===== config.mk =====
export PLATFORM = sky130hd
export DESIGN_NAME = sti_rx_unpack
export DESIGN_NICKNAME = d
export VERILOG_FILES = /design/src/rtl/sti_rx_unpack.sv
export SDC_FILE = /design/constraint.sdc
export NUM_CORES = 1
export LEC_CHECK = 0
export BUFFER_PORTS_ARGS = -buffer_cell sky130_fd_sc_hd__buf_2
export CORE_ASPECT_RATIO = 0.7
export CORE_MARGIN = 1.5
export CORE_UTILIZATION = 30
export CTS_BUF_LIST = sky130_fd_sc_hd__clkbuf_16
export DETAILED_ROUTE_END_ITERATION = 6
export PLACE_DENSITY = 0.51
export SETUP_SLACK_MARGIN = 0.4
export SYNTH_ARGS = -nofsm -noshare
export SYNTH_HDL_FRONTEND = slang
export SYNTH_SLANG_ARGS = --single-unit

===== constraint.sdc =====
create_clock -name clk -period 3.6 [get_ports clk]
set_input_delay 0.72 -clock clk [delete_from_list [all_inputs] [get_ports clk]]
set_output_delay 0.72 -clock clk [all_outputs]
set_load 0.05 [all_outputs]

===== src/rtl/sti_rx_unpack.sv =====
`default_nettype none
// ============================================================================
// Module      : sti_rx_unpack
// Description : Serial frame receiver plus byte unpacker. Rebuilds each
//               MSB-first serial frame into a right-aligned word, reports its
//               bit length, splits good words into sequential 8-bit pixel
//               writes, flags malformed frames and raises a sticky finish
//               flag once the upstream stream has ended and writes drained.
// Revision    : 1.0 - initial release
// ============================================================================
module sti_rx_unpack #(
   parameter int ADDR_W = 8
) (
   input  logic              clk,
   input  logic              reset,          // synchronous, active-low
   input  logic              si_data,
   input  logic              si_valid,
   input  logic              stream_end,
   output logic [31:0]       rx_word,
   output logic [5:0]        rx_len,
   output logic              rx_word_valid,
   output logic              rx_err,
   output logic              mem_wr,
   output logic [ADDR_W-1:0] mem_addr,
   output logic [7:0]        mem_data,
   output logic              rx_finish
);

   // Receiver states
   typedef enum logic [1:0] {
      R_IDLE  = 2'd0,
      R_SHIFT = 2'd1,
      R_DROP  = 2'd2
   } rx_state_t;

   // Packer states
   typedef enum logic [0:0] {
      P_IDLE  = 1'b0,
      P_WRITE = 1'b1
   } pk_state_t;

   localparam logic [5:0] C_MAX_BITS = 6'd32;

   rx_state_t         r_rx_state;
   logic [31:0]       r_shreg;
   logic [5:0]        r_cnt;

   pk_state_t         r_pk_state;
   logic [31:0]       r_pword;
   logic [1:0]        r_prem;
   logic [ADDR_W-1:0] r_ptr;

   logic              r_pend;

   logic              w_len_ok;
   logic [1:0]        w_load_idx;
   logic [1:0]        w_next_idx;
   logic              w_end_seen;
   logic              w_all_idle;

   // A frame is good only if it ends on a whole byte (8/16/24/32 bits);
   // the counter is never zero while shifting, but guard it anyway.
   assign w_len_ok   = (r_cnt[2:0] == 3'b000) && (r_cnt != 6'd0);

   // Index of the most significant byte of the word being loaded:
   // len 8 -> 0, 16 -> 1, 24 -> 2, 32 -> 3 (bits [4:3] minus one, mod 4).
   assign w_load_idx = rx_len[4:3] - 2'd1;

   // Index of the next byte to emit while draining.
   assign w_next_idx = r_prem - 2'd1;

   // The end request is honoured on the very cycle it arrives.
   assign w_end_seen = r_pend | stream_end;

   // Nothing in flight: receiver idle, packer idle, no load pending.
   assign w_all_idle = (r_rx_state == R_IDLE) && (r_pk_state == P_IDLE) &&
                       !rx_word_valid && !mem_wr;

   // Receiver FSM: shifts in serial bits and classifies each frame on its end.
   always_ff @(posedge clk) begin
      if (!reset) begin
         r_rx_state    <= R_IDLE;
         r_shreg       <= 32'd0;
         r_cnt         <= 6'd0;
         rx_word       <= 32'd0;
         rx_len        <= 6'd0;
         rx_word_valid <= 1'b0;
         rx_err        <= 1'b0;
      end else begin
         rx_word_valid <= 1'b0;
         rx_err        <= 1'b0;
         if (rx_finish) begin
            // Stream is over: ignore any further serial activity.
            r_rx_state <= R_IDLE;
            r_cnt      <= 6'd0;
         end else begin
            case (r_rx_state)
               R_IDLE: begin
                  if (si_valid) begin
                     r_shreg    <= {31'd0, si_data};
                     r_cnt      <= 6'd1;
                     r_rx_state <= R_SHIFT;
                  end
               end
               R_SHIFT: begin
                  if (si_valid) begin
                     if (r_cnt == C_MAX_BITS) begin
                        // 33rd bit: overflow, discard the rest of the burst.
                        rx_err     <= 1'b1;
                        r_rx_state <= R_DROP;
                     end else begin
                        r_shreg <= {r_shreg[30:0], si_data};
                        r_cnt   <= r_cnt + 6'd1;
                     end
                  end else begin
                     if (w_len_ok) begin
                        rx_word       <= r_shreg;
                        rx_len        <= r_cnt;
                        rx_word_valid <= 1'b1;
                     end else begin
                        rx_err <= 1'b1;
                     end
                     r_cnt      <= 6'd0;
                     r_rx_state <= R_IDLE;
                  end
               end
               R_DROP: begin
                  if (!si_valid) begin
                     r_cnt      <= 6'd0;
                     r_rx_state <= R_IDLE;
                  end
               end
               default: begin
                  r_cnt      <= 6'd0;
                  r_rx_state <= R_IDLE;
               end
            endcase
         end
      end
   end

   // Packer FSM: emits one byte per cycle, most significant byte first, on
   // consecutive wrapping addresses. The registered rx_word_valid pulse is
   // the load strobe, so the first write lands one cycle after it.
   always_ff @(posedge clk) begin
      if (!reset) begin
         r_pk_state <= P_IDLE;
         r_pword    <= 32'd0;
         r_prem     <= 2'd0;
         r_ptr      <= '0;
         mem_wr     <= 1'b0;
         mem_addr   <= '0;
         mem_data   <= 8'd0;
      end else begin
         case (r_pk_state)
            P_IDLE: begin
               mem_wr <= 1'b0;
               if (rx_word_valid) begin
                  r_pword    <= rx_word;
                  mem_wr     <= 1'b1;
                  mem_addr   <= r_ptr;
                  mem_data   <= rx_word[{w_load_idx, 3'b000} +: 8];
                  r_ptr      <= r_ptr + ADDR_W'(1);
                  r_prem     <= w_load_idx;
                  r_pk_state <= P_WRITE;
               end
            end
            P_WRITE: begin
               if (r_prem != 2'd0) begin
                  mem_wr   <= 1'b1;
                  mem_addr <= r_ptr;
                  mem_data <= r_pword[{w_next_idx, 3'b000} +: 8];
                  r_ptr    <= r_ptr + ADDR_W'(1);
                  r_prem   <= w_next_idx;
               end else begin
                  // Last byte already presented; mem_data holds its value.
                  mem_wr     <= 1'b0;
                  r_pk_state <= P_IDLE;
               end
            end
            default: begin
               mem_wr     <= 1'b0;
               r_pk_state <= P_IDLE;
            end
         endcase
      end
   end

   // Finish tracking: remember the end request, then raise the sticky flag
   // once the last frame and all its writes have fully drained.
   always_ff @(posedge clk) begin
      if (!reset) begin
         r_pend    <= 1'b0;
         rx_finish <= 1'b0;
      end else begin
         if (stream_end) begin
            r_pend <= 1'b1;
         end
         if (w_end_seen && w_all_idle) begin
            rx_finish <= 1'b1;
         end
      end
   end

endmodule
`default_nettype wire


# Word level (Yosys, flattened, before mapping)
# Index checks and enable logic that the tools add are counted.
[totals] memories=0 ramBits=0 rom_bits=0 regBits=141 out_inout_bits=58 word_cells=92 input_bits=5 latch_bits=0
[op_classes] div_mod_pow=0 n_reduce_logical=21 addsub=4 mux=33 n_eq_ne=11 n_lt_le_gt_ge=0 multipliers=0 bitwise=6 n_shift=2
[op_table] cell="$mux 32" n=3
[op_table] cell="$pmux 32 s2" n=1
[op_table] cell="$shiftx 32x6->8" n=2
[op_table] cell="$mux 8" n=6
[op_table] cell="$pmux 8 s2" n=3
[op_table] cell="$mux 6" n=4
[op_table] cell="$pmux 6 s3" n=1
[op_table] cell="$mux 2" n=6
[op_table] cell="$ne 2x2->1 const B" n=5
[op_table] cell="$add 8x1->8 const B" n=1
[op_table] cell="$add 6x1->6 const B" n=1
[op_table] cell="$eq 6x6->1 const B" n=1
[op_table] cell="$mux 1" n=6
[op_table] cell="$ne 3x3->1 const B" n=2
[op_table] cell="$pmux 2 s3" n=1
[op_table] cell="$reduce_and 3->1" n=2
[op_table] cell="$reduce_bool 6->1" n=1
[op_table] cell="$logic_and 1x1->1" n=5
[op_table] cell="$not 1->1" n=5
[op_table] cell="$reduce_and 5->1" n=1
[op_table] cell="$pmux 2 s2" n=1
[op_table] cell="$reduce_and 2->1" n=2
[op_table] cell="$reduce_and 4->1" n=1
[op_table] cell="$reduce_bool 2->1" n=2
[op_table] cell="other kinds (12)" n=14

# Longest topological paths before layout
# Gate-level depths: netlist of the first run.
[logic_depth] depth_word=5 ltp_mapped=8 depth_no_buf=6

# Worst setup path before layout of the first run
# OpenSTA, ideal clock, no wires.
[synth_timing] path_kind="register to register" start="reg r_prem[0]" end="reg mem_data[7]" required_ns=3.483 n_path_buf=2 setup_ns=0.117 path_stages_with_launch=8 t_arrival_ns=1.944 setup_slack_ns=1.539 path_cell_list="dfxtp_1 -> buf_2 -> inv_1 -> ha_1 -> clkbuf_1 -> mux4_2 -> o22ai_1 -> nor2_1"
[synth_via] elab_chain_cells=4 word_cells_on_any_way=7 cone_classes="add/sub (1); eq/ne (1); shift (1); mux (2); reduce/logical (2)"
[synth_rtl] item="from (decl)" line="50" source="logic [1:0] r_prem;"
[synth_rtl] item="from (signal assigned)" line="164" source="r_prem <= w_load_idx;"
[synth_rtl] item="from (signal assigned)" line="174" source="r_prem <= w_next_idx;"
[synth_rtl] item="$sub 2x1->2" line="70" source="assign w_next_idx = r_prem - 2'd1;"
[synth_rtl] item="$shiftx 32x6->8" line="172" source="mem_data <= r_pword[{w_next_idx, 3'b000} +: 8];"
[synth_rtl] item="$mux 8" line="169" source="if (r_prem != 2'd0) begin"
[synth_rtl] item="$pmux 8 s2" line="155" source="case (r_pk_state)"
[synth_rtl] item="to (signal assigned)" line="162" source="mem_data <= rx_word[{w_load_idx, 3'b000} +: 8];"
[synth_rtl] item="to (signal assigned)" line="172"
[synth_rtl] item="to (decl)" line="25" source="output logic [7:0] mem_data,"
# Parallel ways exist; a longest one is shown, timed or not. The select of a mux whose other input is x is not followed.
# A chain may end at the register's enable or synchronous reset.

# Worst setup path after layout of the first run
[layout_timing] start="reg rx_len[3]" end="out rx_len[3]"
[layout_lines] item="from (decl)" line="20" source="output logic [5:0] rx_len,"
[layout_lines] item="from (signal assigned)" line="118" source="rx_len <= r_cnt;"
# No word-level cell between the ends.

==> results of run 1 <==
layer usage:
layer / vias to the layer above / share of wire, % / global-route usage, %
met4: 0 / 1.0 / 5.11
met1: 2132 / 51 / 22.7
li1: 2186 / - / -
met3: 13 / 4.8 / 4.15
met2: 97 / 43 / 23.1
met5: - / 0 / 0
kinds of logic (layout without fill, tap and decap cells):
family / count (synthesis) / in the layout
xor gates and xnor gates: 7 / 7
adders and majority gates: 4 / 4
muxes: 17 / 17
buffers and inverters: 50 / 107
DFF: 141 / 141
AOI/OAI and AO/OA: 153 / 153
and+or+nand+nor: 231 / 231
worst min-delay path by stage:
| stage | startpoint | endpoint | slack, ps | cells past startpoint |
|---|---|---|---|---|
| 2_1_floorplan | r_pend | r_pend | 420 | 2 |
| 3_3_place_gp | r_pword[13] | r_pword[13] | 440 | 2 |
| 3_5_place_dp | r_pword[22] | r_pword[22] | 450 | 2 |
| 4_1_cts | r_pword[22] | r_pword[22] | 450 | 2 |
| 5_1_grt | r_pword[2] | r_pword[2] | 470 | 2 |
| 6_report | mem_addr[3] | mem_addr[3] | 450 | 2 |
per-stage QoR:
step / setup WS, ps / cells
after global routing: 1110 / 896
after floorplan: 1540 / 603
after detailed placement: 1370 / 865
after CTS: 1160 / 896
final: 1240 / 896
after global placement: 1370 / 865
area by class of cell:
type | count | area, µm² | area share, %
clock inverter | 14 | 154 | 2.35
multi-input combinational | 412 | 2460 | 37.6
sequential | 141 | 2820 | 43.1
clock buffer | 17 | 425 | 6.50
timing repair buffer | 69 | 363 | 5.54
tap | 236 | 295 | 4.51
inverter | 7 | 26.3 | 0.402
power by group:
| group | total, µW | switching (µW) | internal [µW] |
|---|---|---|---|
| clock | 1720 | 652 | 1070 |
| combinational | 69.0 | 51.7 | 17.3 |
| sequential | 1570 | 5.75 | 1570 |
| total | 3360 | 710 | 2650 |
sequential cells by signal, indices dropped and copies added, names as in the netlist:
name / cells
r_rx_state: 2
rx_word_valid: 1
r_prem: 2
r_ptr: 8
r_cnt: 6
rx_finish: 1
r_pend: 1
r_pk_state: 1
mem_data: 8
r_shreg: 32
r_pword: 32
rx_word: 32
rx_len: 6
mem_addr: 8
rx_err: 1
layout by cell type, fill, tap and decap left out, types with 5 or more instances in the layout:
cell       netlist  routed
inv_1            6       7
clkinv_2         0       5
a21oi_1         79      79
nand2_2         10      10
buf_4            1       7
o22ai_1          9       9
dfxtp_1        141     141
mux4_2          16      16
clkbuf_16        0      17
nand2b_1         5       5
buf_2            7      62
o21ai_0         15      15
xnor2_1          6       6
nor2_1          30      29
nand3_1          5       5
a22o_1          31      31
nand2_1        157     157
==> results.sh, run 1 <==
export IMPL_cts_root_buf="clkbuf_16"
export IMPL_fin_crit_ps=2360
export IMPL_cts_made_buffers=17
export IMPL_reg2reg_depth=5
export IMPL_fin_util_pct=36.4
export IMPL_endpoint_kind="output port"
export IMPL_powerDensity_nw_per_um2=514
export IMPL_fin_crit_sh_pct=65.7
export IMPL_ys_flop_type="dfxtp_1"
export IMPL_cp_slowest_stage_delay_ps=830
export IMPL_post_cts_buffers=0
export IMPL_ir_drop_uv=327
export IMPL_reg2reg_to="mem_data[5]"
export IMPL_syn_area_um2=5490
export IMPL_area_delta_synth_final_pct=19.2
export IMPL_worst_slew_pin_slew_ps=950
export IMPL_via_count=4428
export IMPL_htreeDepth=4
export IMPL_rsz0062_at_grt="false"
export IMPL_hold_class="flop to flop"
export IMPL_crit_type="flop to output port"
export IMPL_ctsResizeCount=0
export IMPL_cts_hold_buf=0
export IMPL_synth_top_cell_area_share_pct=51.4
export IMPL_synthMostInstantiatedCell="nand2_1"
export IMPL_synth_area_mux_share_pct=6.75
export IMPL_core_area_um2=18000
export IMPL_numPortBuffers=62
export IMPL_cp_start_kind="flop"
export IMPL_synth_seq_area_share_pct=51.4
export IMPL_crit_path_cell_trace="buf_2"
export IMPL_totalWireLength_mm=14.3
export IMPL_die_h_um=116
export IMPL_cp_slowest_cell="dfxtp_1"
export IMPL_cp_endpoint="rx_len[3]"
export IMPL_path_clk_slew_ps=60
export IMPL_clock_fmax_mhz=423
export IMPL_critPathLaunch="rx_len[3]"
export IMPL_place_congestion=0.817
export IMPL_clock_latency_ps=420
export IMPL_overflow=0
export IMPL_grt_pass1_wl_mm=22.9
export IMPL_power_leakage_uw=0.00243
export IMPL_syn_area_per_cell_um2=9.10
export IMPL_cts_tree="built"
export IMPL_slew_violations=0
export IMPL_dieArea_um2=19100
export IMPL_skew_ps=6.43
export IMPL_rows=41
export IMPL_worstPathMaxFanout=12
export IMPL_chipWidth_um=165
export IMPL_ys_types=50
export IMPL_clockBufferDepth=2
export IMPL_ios=63
export IMPL_grt_pass1_vias=4215
export IMPL_synth_edf_count=0
export IMPL_start_util_pct=30.6
export IMPL_synth_compound_area_share_pct=17.3
export IMPL_drv_cap=0
export IMPL_fill_cells=1824
export IMPL_ys_warn_count=0
export IMPL_drc=0
export IMPL_cp_arrival_ps=1640
export IMPL_synth_xor_area_share_pct=1.12
export IMPL_crit_family="flip-flops"
export IMPL_final_nets=657
export IMPL_wire_per_inst_um=15.9
export IMPL_r2r_start="r_pk_state"
export IMPL_antenna_found_initial=0
export IMPL_worst_path_buf_inv=1
export IMPL_design_area_um2=6540
export IMPL_cp_num_cells=1
export IMPL_setup_tns_ps=0
export IMPL_syn_num_nets=612
export IMPL_clkSinkCount=141
export IMPL_worstPathRequired_ps=2880
export IMPL_drt_initial_drc_count=391
export IMPL_viasPerCell=4.94
export IMPL_antenna_cells=0
export IMPL_setup_viol=0
export IMPL_grt_usage_pct=15.8
export IMPL_synth_top_family_by_area="simple AND/OR/NAND/NOR gates"
export IMPL_fin_total_pwr_uw=3360
export IMPL_firstDrtPassIters=5
export IMPL_slew_headroom_pct=36.6
export IMPL_dpl_cell_area_um2=5960
export IMPL_synth_area_leader_cell="dfxtp_1"
export IMPL_yosys_area_share_simple_pct=18.6
export IMPL_grt_max_degree=90
export IMPL_synthArstFlopShare_pct=0
export IMPL_syn_inst=603
export IMPL_ys_top_cells_by_count="nand2_1 (157), dfxtp_1 (141), a21oi_1 (79)"
export IMPL_drive_above_1_share_pct=20.2
export IMPL_ys_seq_elements=141
export IMPL_regToRegSetupSlack_ps=1460
export IMPL_outcome="finished clean"
export IMPL_hpwl_mm=9.56
export IMPL_synth_fa_ha_area_share_pct=0.912
export IMPL_ant_nets=0
export IMPL_synth_area_top_cells="dfxtp_1 (51%), nand2_1 (11%), a21oi_1 (7.2%), mux4_2 (6.6%), a22o_1 (4.9%)"
export IMPL_whs_ps=451
export IMPL_hold_viol=0
Note: power is estimated with default switching activity, not from simulation.
==> run 2: changes to the inputs <==
ABC_AREA = 1   (was default)
PLACE_DENSITY = 0.52   (was 0.51)
clock period = 2 ns   (was 3.6 ns; I/O delays follow)
==> run 2 against run 1 <==
Against the previous run:
- clock power rose by 67%
- register-to-register slack worse by 980 ps
- routed wire length increased by 27%
==> results.sh, run 2 <==
export IMPL_synthMostInstantiatedCell="nand2_1"
export IMPL_ys_seq_elements=141
export IMPL_worstPathRequired_ps=1600
export IMPL_crit_type="flop to output port"
export IMPL_layout_cells_most_common="nand2_1"
export IMPL_grt_pass1_wl_mm=28.3
export IMPL_final_cell_mix="nand2_1 (193), nor2_1 (140), dfxtp_1 (138)"
export IMPL_setup_viol=0
export IMPL_cts_root_buf="clkbuf_16"
export IMPL_grt_max_degree=114
export IMPL_synth_seq_area_share_pct=47.6
export IMPL_endpoint_kind="output port"
export IMPL_slew_violations=0
export IMPL_cp_num_cells=1
export IMPL_ios=63
export IMPL_fill_cells=2049
export IMPL_power_frac_seq_pct=47.1
export IMPL_rsz0062_at_grt="true"
export IMPL_viasPerCell=4.70
export IMPL_hpwl_mm=11.8
export IMPL_synth_edf_count=0
export IMPL_syn_inst=836
export IMPL_powerDensity_nw_per_um2=816
export IMPL_cp_arrival_ps=1180
export IMPL_synth_area_leader_cell="dfxtp_1"
export IMPL_wire_per_inst_um=15.3
export IMPL_crit_path_cell_trace="buf_4"
export IMPL_place_congestion=0.822
export IMPL_worst_slew_pin_slew_ps=463
export IMPL_clock_latency_ps=430
export IMPL_cp_slowest_cell="dfxtp_1"
export IMPL_cts_hold_buf=0
export IMPL_grt_pass1_vias=5071
export IMPL_firstDrtPassIters=5
export IMPL_setup_tns_ps=0
export IMPL_antenna_found_initial=0
export IMPL_die_h_um=121
export IMPL_p_sw_uw=1420
export IMPL_htreeDepth=4
export IMPL_ant_nets=0
export IMPL_dieArea_um2=20600
export IMPL_ys_warn_count=0
export IMPL_outcome="finished clean"
export IMPL_drt_initial_drc_count=457
export IMPL_power_leakage_uw=0.00315
export IMPL_synthArstFlopShare_pct=0
export IMPL_synth_top_cell_area_share_pct=47.6
export IMPL_hold_viol=0
export IMPL_cp_slowest_stage_delay_ps=490
export IMPL_clock_power_share_pct=47.9
export IMPL_ys_flop_type="dfxtp_1"
export IMPL_syn_num_nets=845
export IMPL_comb_power_share_pct=4.9
export IMPL_synth_area_top_cells="dfxtp_1 (48%), nand2_1 (12%), o21ai_0 (9.8%), nor2_1 (8.9%), nand3_1 (5.9%)"
export IMPL_area_delta_synth_final_pct=24.5
export IMPL_worstPathMaxFanout=4
export IMPL_slew_headroom_pct=69.1
export IMPL_clockBufferDepth=2
export IMPL_antenna_cells=0
export IMPL_worst_path_buf_inv=1
export IMPL_overflow=0
export IMPL_drc=0
export IMPL_final_nets=915
export IMPL_drv_cap=0
export IMPL_ys_types=29
export IMPL_dp_slack_ps=288
export IMPL_chipWidth_um=171
export IMPL_clkSinkCount=141
export IMPL_start_util_pct=31.0
export IMPL_fin_crit_ps=1580
export IMPL_totalWireLength_mm=18.1
export IMPL_numPortBuffers=62
export IMPL_via_count=5564
export IMPL_ir_drop_uv=545
export IMPL_syn_area_um2=5920
export IMPL_reg2reg_depth=7
export IMPL_crit_family="flip-flops"
export IMPL_hold_class="primary input to flop"
export IMPL_clock_fmax_mhz=631
export IMPL_cp_start_kind="flop"
export IMPL_switching_share_pct=23.7
export IMPL_drive_above_1_share_pct=17.3
export IMPL_grt_usage_pct=18.1
export IMPL_core_area_um2=19100
export IMPL_syn_area_per_cell_um2=7.09
export IMPL_fin_ws_ps=415
export IMPL_fin_crit_sh_pct=79.2
export IMPL_hold_depth=3
export IMPL_p_int_uw=4590
export IMPL_cts_tree="built"
export IMPL_rows=42
export IMPL_ys_top_cells_by_count="nand2_1 (193), dfxtp_1 (141), nor2_1 (141)"
export IMPL_largestRegisters="r_pword (32), r_shreg (32), rx_word (32)"
export IMPL_skew_ps=13.5
export IMPL_cts_made_buffers=17
export IMPL_path_clk_slew_ps=60
[run 2: cell families after synthesis]
logic type | synth area share, %
adders and majority gates | 0.845
buffers and inverters | 7.62
DFF | 47.6
AOI/OAI and AO/OA | 13.5
xor gates and xnor gates | 0.148
and+or+nand+nor | 30.2
[run 2: what timing repair did]
action | CTS | global route
buffers inserted | 2 | 6
hold endpoints to repair | 0 | 0
endpoints found under the setup margin | 46 | 86
cloned | 1 | 3
gates resized for setup | 24 | 38
pin swaps | 1 | 2
[run 2: per-stage QoR]
| stage | cell area (µm²) | cells | util, % | power [µW] | hold WS, ps |
|---|---|---|---|---|---|
| final | 7370 | 1183 | 38.6 | 6020 | 244 |
| after detailed placement | 6560 | 1139 | 34.3 | 3150 | 448 |
| after floorplan | 5930 | 836 | - | 3070 | 429 |
| after global routing | 7370 | 1183 | 38.6 | 6240 | 245 |
| after global placement | 6560 | 1139 | 34.3 | 3150 | 445 |
| after CTS | 7210 | 1174 | 37.7 | 6030 | 230 |
[run 2: worst reg2reg max path, delay by kind of cell, from the launching register on]
| family | cells | cell delay (ps) |
|---|---|---|
| buffers and inverters | 2 | 470 |
| AOI/OAI and AO/OA | 1 | 140 |
| DFF | 1 | 320 |
| and+or+nand+nor | 4 | 480 |
[run 2: routing by layer]
metal  vias up  global-route usage [%]  routed length [µm]
met5         -                       0                   0
met4         0                    5.48                 216
met3        18                    4.48                 839
met2       116                    25.4                7690
met1      2589                    26.9                9400
li1       2841                       -                   -
[run 2: worst paths after layout]
kind	startpoint	endpoint	slack, ps
setup / recovery	rx_word[6]	rx_word[6]	420
hold / removal	stream_end	r_pend	240
setup reg to reg	rx_finish	rx_word[17]	480
hold reg to reg	rx_len[2]	rx_len[2]	460
[run 2: final cells by class]
type	count	area (µm²)	area share (%)
Inverter	57	226	3.07
Tap cell	264	330	4.48
Clock inverter	15	108	1.46
Multi-Input combinational cell	592	2690	36.5
Timing Repair Buffer	97	767	10.4
Clock buffer	17	425	5.77
Sequential cell	141	2830	38.4
[run 2: power by group through the flow]
| stage | logic (µW) | registers (µW) | clock network [µW] |
|---|---|---|---|
| 3_5_place_dp | 250 | 2900 | 0 |
| 5_1_grt | 325 | 2840 | 3080 |
| 4_1_cts | 257 | 2840 | 2940 |
| 6_report | 297 | 2840 | 2880 |
| 2_1_floorplan | 147 | 2920 | 0 |
| 3_3_place_gp | 252 | 2900 | 0 |
==> run 3: changes to the inputs <==
clock period = 1.45 ns   (was 2 ns; I/O delays follow)
==> run 3 against run 2 <==
Against the previous run:
- critical endpoint is now rx_word[18]
- critical path type is now flop to flop
- sequential share of layout area is 9.3 points lower
- register-to-register slack worse by 460 ps
- via count rose by 8.7%
- count of clock-buffer cells in the layout unchanged
- global-route usage rose by 1.3 points
- worst hold slack worse by 110 ps
- highest routed layer unchanged
- clock power up 59%
- final cell count rose by 7.6%
- die area is the same
- core utilization increased by 15 points
- first-iteration DRC count is 1.3% lower
==> results.sh, run 3 (synthesis gave the netlist of run 2 again) <==
export IMPL_switching_share_pct=23.5
export IMPL_drc=0
export IMPL_clkSinkCount=141
export IMPL_grt_use_met2_pct=28.7
export IMPL_cts_root_buf="clkbuf_16"
export IMPL_rsz0062_at_grt="true"
export IMPL_placed_cells=1156
export IMPL_reg2reg_depth=9
export IMPL_slew_violations=0
export IMPL_largestRegisters="r_pword (32), r_shreg (32), rx_word (32)"
export IMPL_powerDensity_nw_per_um2=877
export IMPL_crit_path_cell_trace="inv_2, ha_4, inv_2, nor2_4, nand3_4, buf_12, clkbuf_16, o21ai_2, nor2_1"
export IMPL_wire_per_inst_um=16.4
export IMPL_seq_area_um2=2990
export IMPL_cts_hold_buf=0
export IMPL_met1_usage_pct=28.2
export IMPL_critPathLaunch="r_cnt[1]"
export IMPL_cp_common_cell="inv_2"
export IMPL_cp_endpoint="rx_word[18]"
export IMPL_clock_latency_ps=430
export IMPL_regToRegSetupSlack_ps=20
export IMPL_firstDrtPassIters=5
export IMPL_drt_initial_drc_count=451
export IMPL_cts_made_buffers=17
export IMPL_area_delta_synth_final_pct=73.9
export IMPL_endpoint_kind="flop"
export IMPL_crit_type="flop to flop"
export IMPL_dpl_cell_area_um2=7080
export IMPL_final_nets=1005
export IMPL_fin_util_pct=53.9
export IMPL_grt_max_degree=54
export IMPL_p_int_uw=6910
export IMPL_clockBufferDepth=2
export IMPL_cp_arrival_ps=1750
export IMPL_power_leakage_uw=0.00421
export IMPL_multi_input_area_um2=3820
export IMPL_layout_cells_most_common="nand2_1"
export IMPL_rows=42
export IMPL_worstPathRequired_ps=1770
export IMPL_drv_cap=0
export IMPL_ir_drop_uv=518
export IMPL_slew_headroom_pct=76.0
export IMPL_fin_crit_sh_pct=98.9
export IMPL_via_count=6048
export IMPL_worstPathMaxFanout=8
export IMPL_worst_slew_pin_slew_ps=360
export IMPL_totalWireLength_mm=20.8
export IMPL_htreeDepth=4
export IMPL_fin_cells=1273
export IMPL_clock_power_share_pct=50.6
export IMPL_final_cell_mix="nand2_1 (171), nor2_1 (103), buf_4 (78)"
export IMPL_viasPerCell=4.75
export IMPL_place_congestion=0.802
export IMPL_grt_pass1_wl_mm=30.5
export IMPL_outcome="finished clean"
export IMPL_clock_fmax_mhz=697
export IMPL_cp_start_kind="flop"
export IMPL_dieArea_um2=20600
export IMPL_overflow=0
export IMPL_cp_slowest_cell="dfxtp_2"
export IMPL_grt_usage_pct=19.4
export IMPL_drive_above_1_share_pct=51.4
export IMPL_die_h_um=121
export IMPL_fill_cells=1725
export IMPL_hpwl_mm=12.5
export IMPL_power_frac_seq_pct=42.7
export IMPL_setup_viol=0
export IMPL_numPortBuffers=62
export IMPL_comb_power_share_pct=6.7
export IMPL_design_area_um2=10300
export IMPL_chipWidth_um=171
export IMPL_antenna_found_initial=0
export IMPL_ant_nets=0
export IMPL_fin_crit_ps=1430
export IMPL_antenna_cells=0
export IMPL_grt_pass1_vias=5515
export IMPL_globalRouteMet3Util_pct=3.96
export IMPL_cts_tree="built"
export IMPL_skew_ps=8.77
export IMPL_hold_class="primary input to flop"
export IMPL_hold_viol=0
export IMPL_grt_busiest_layer="met2"
export IMPL_core_area_um2=19100
export IMPL_p_sw_uw=2130
export IMPL_r2r_start="r_cnt[1]"
export IMPL_reg2reg_to="rx_word[18]"
export IMPL_cp_slowest_stage_delay_ps=320
export IMPL_path_clk_slew_ps=60
export IMPL_start_util_pct=31.0
export IMPL_ios=63
run 3: layout make-up:
type	instances	area share (%)
Clock buffer	17	4.13
Timing Repair inverter	3	0.328
Timing Repair Buffer	182	21.8
Multi-Input combinational cell	594	37.1
Inverter	57	2.70
Clock inverter	15	1.74
Tap cell	264	3.21
Sequential cell	141	29.1
run 3: critical path, delay by kind of cell, from the launching register on:
kind | cells | cell delay [ps]
buf+inv | 4 | 440
flops | 1 | 320
simple gates | 3 | 270
fa+ha+maj | 1 | 160
compound gates | 1 | 130
run 3: worst min path at each step:
stage / from / end / cells after the start
2_1_floorplan: r_pword[4] / r_pword[4] / 2
3_3_place_gp: rx_len[2] / rx_len[2] / 2
3_5_place_dp: r_pword[4] / r_pword[4] / 2
4_1_cts: stream_end / r_pend / 3
5_1_grt: stream_end / r_pend / 3
6_report: stream_end / r_pend / 3
run 3: repair_timing:
item,in CTS,in global routing
gates resized for setup,308,255
gates cloned,6,8
pin swaps,22,41
setup endpoints to repair,196,198
setup buffers,45,26
run 3: power groups by stage:
stage	sequential [µW]	combinational [µW]	clock [µW]
2_1_floorplan	4030	280	0
3_3_place_gp	4000	456	0
3_5_place_dp	4000	456	0
4_1_cts	3870	531	4620
5_1_grt	3860	644	4840
6_report	3860	604	4570
run 3: layer usage:
metal,wire [µm],vias to the layer above
met5,0,-
met4,302,0
met3,751,22
met2,9690,102
met1,10100,2871
li1,-,3053
run 3: stage by stage:
stage | hold WS, ps | worst slack (ps) | total power [µW] | setup TNS [ps]
6_report | 130 | 16.1 | 9030 | 0
5_1_grt | 154 | -43.2 | 9340 | -465
4_1_cts | 132 | 56.1 | 9020 | 0
3_5_place_dp | 448 | -7.18 | 4450 | -13.0
3_3_place_gp | 444 | 40.5 | 4450 | 0
2_1_floorplan | 429 | 52.5 | 4310 | 0
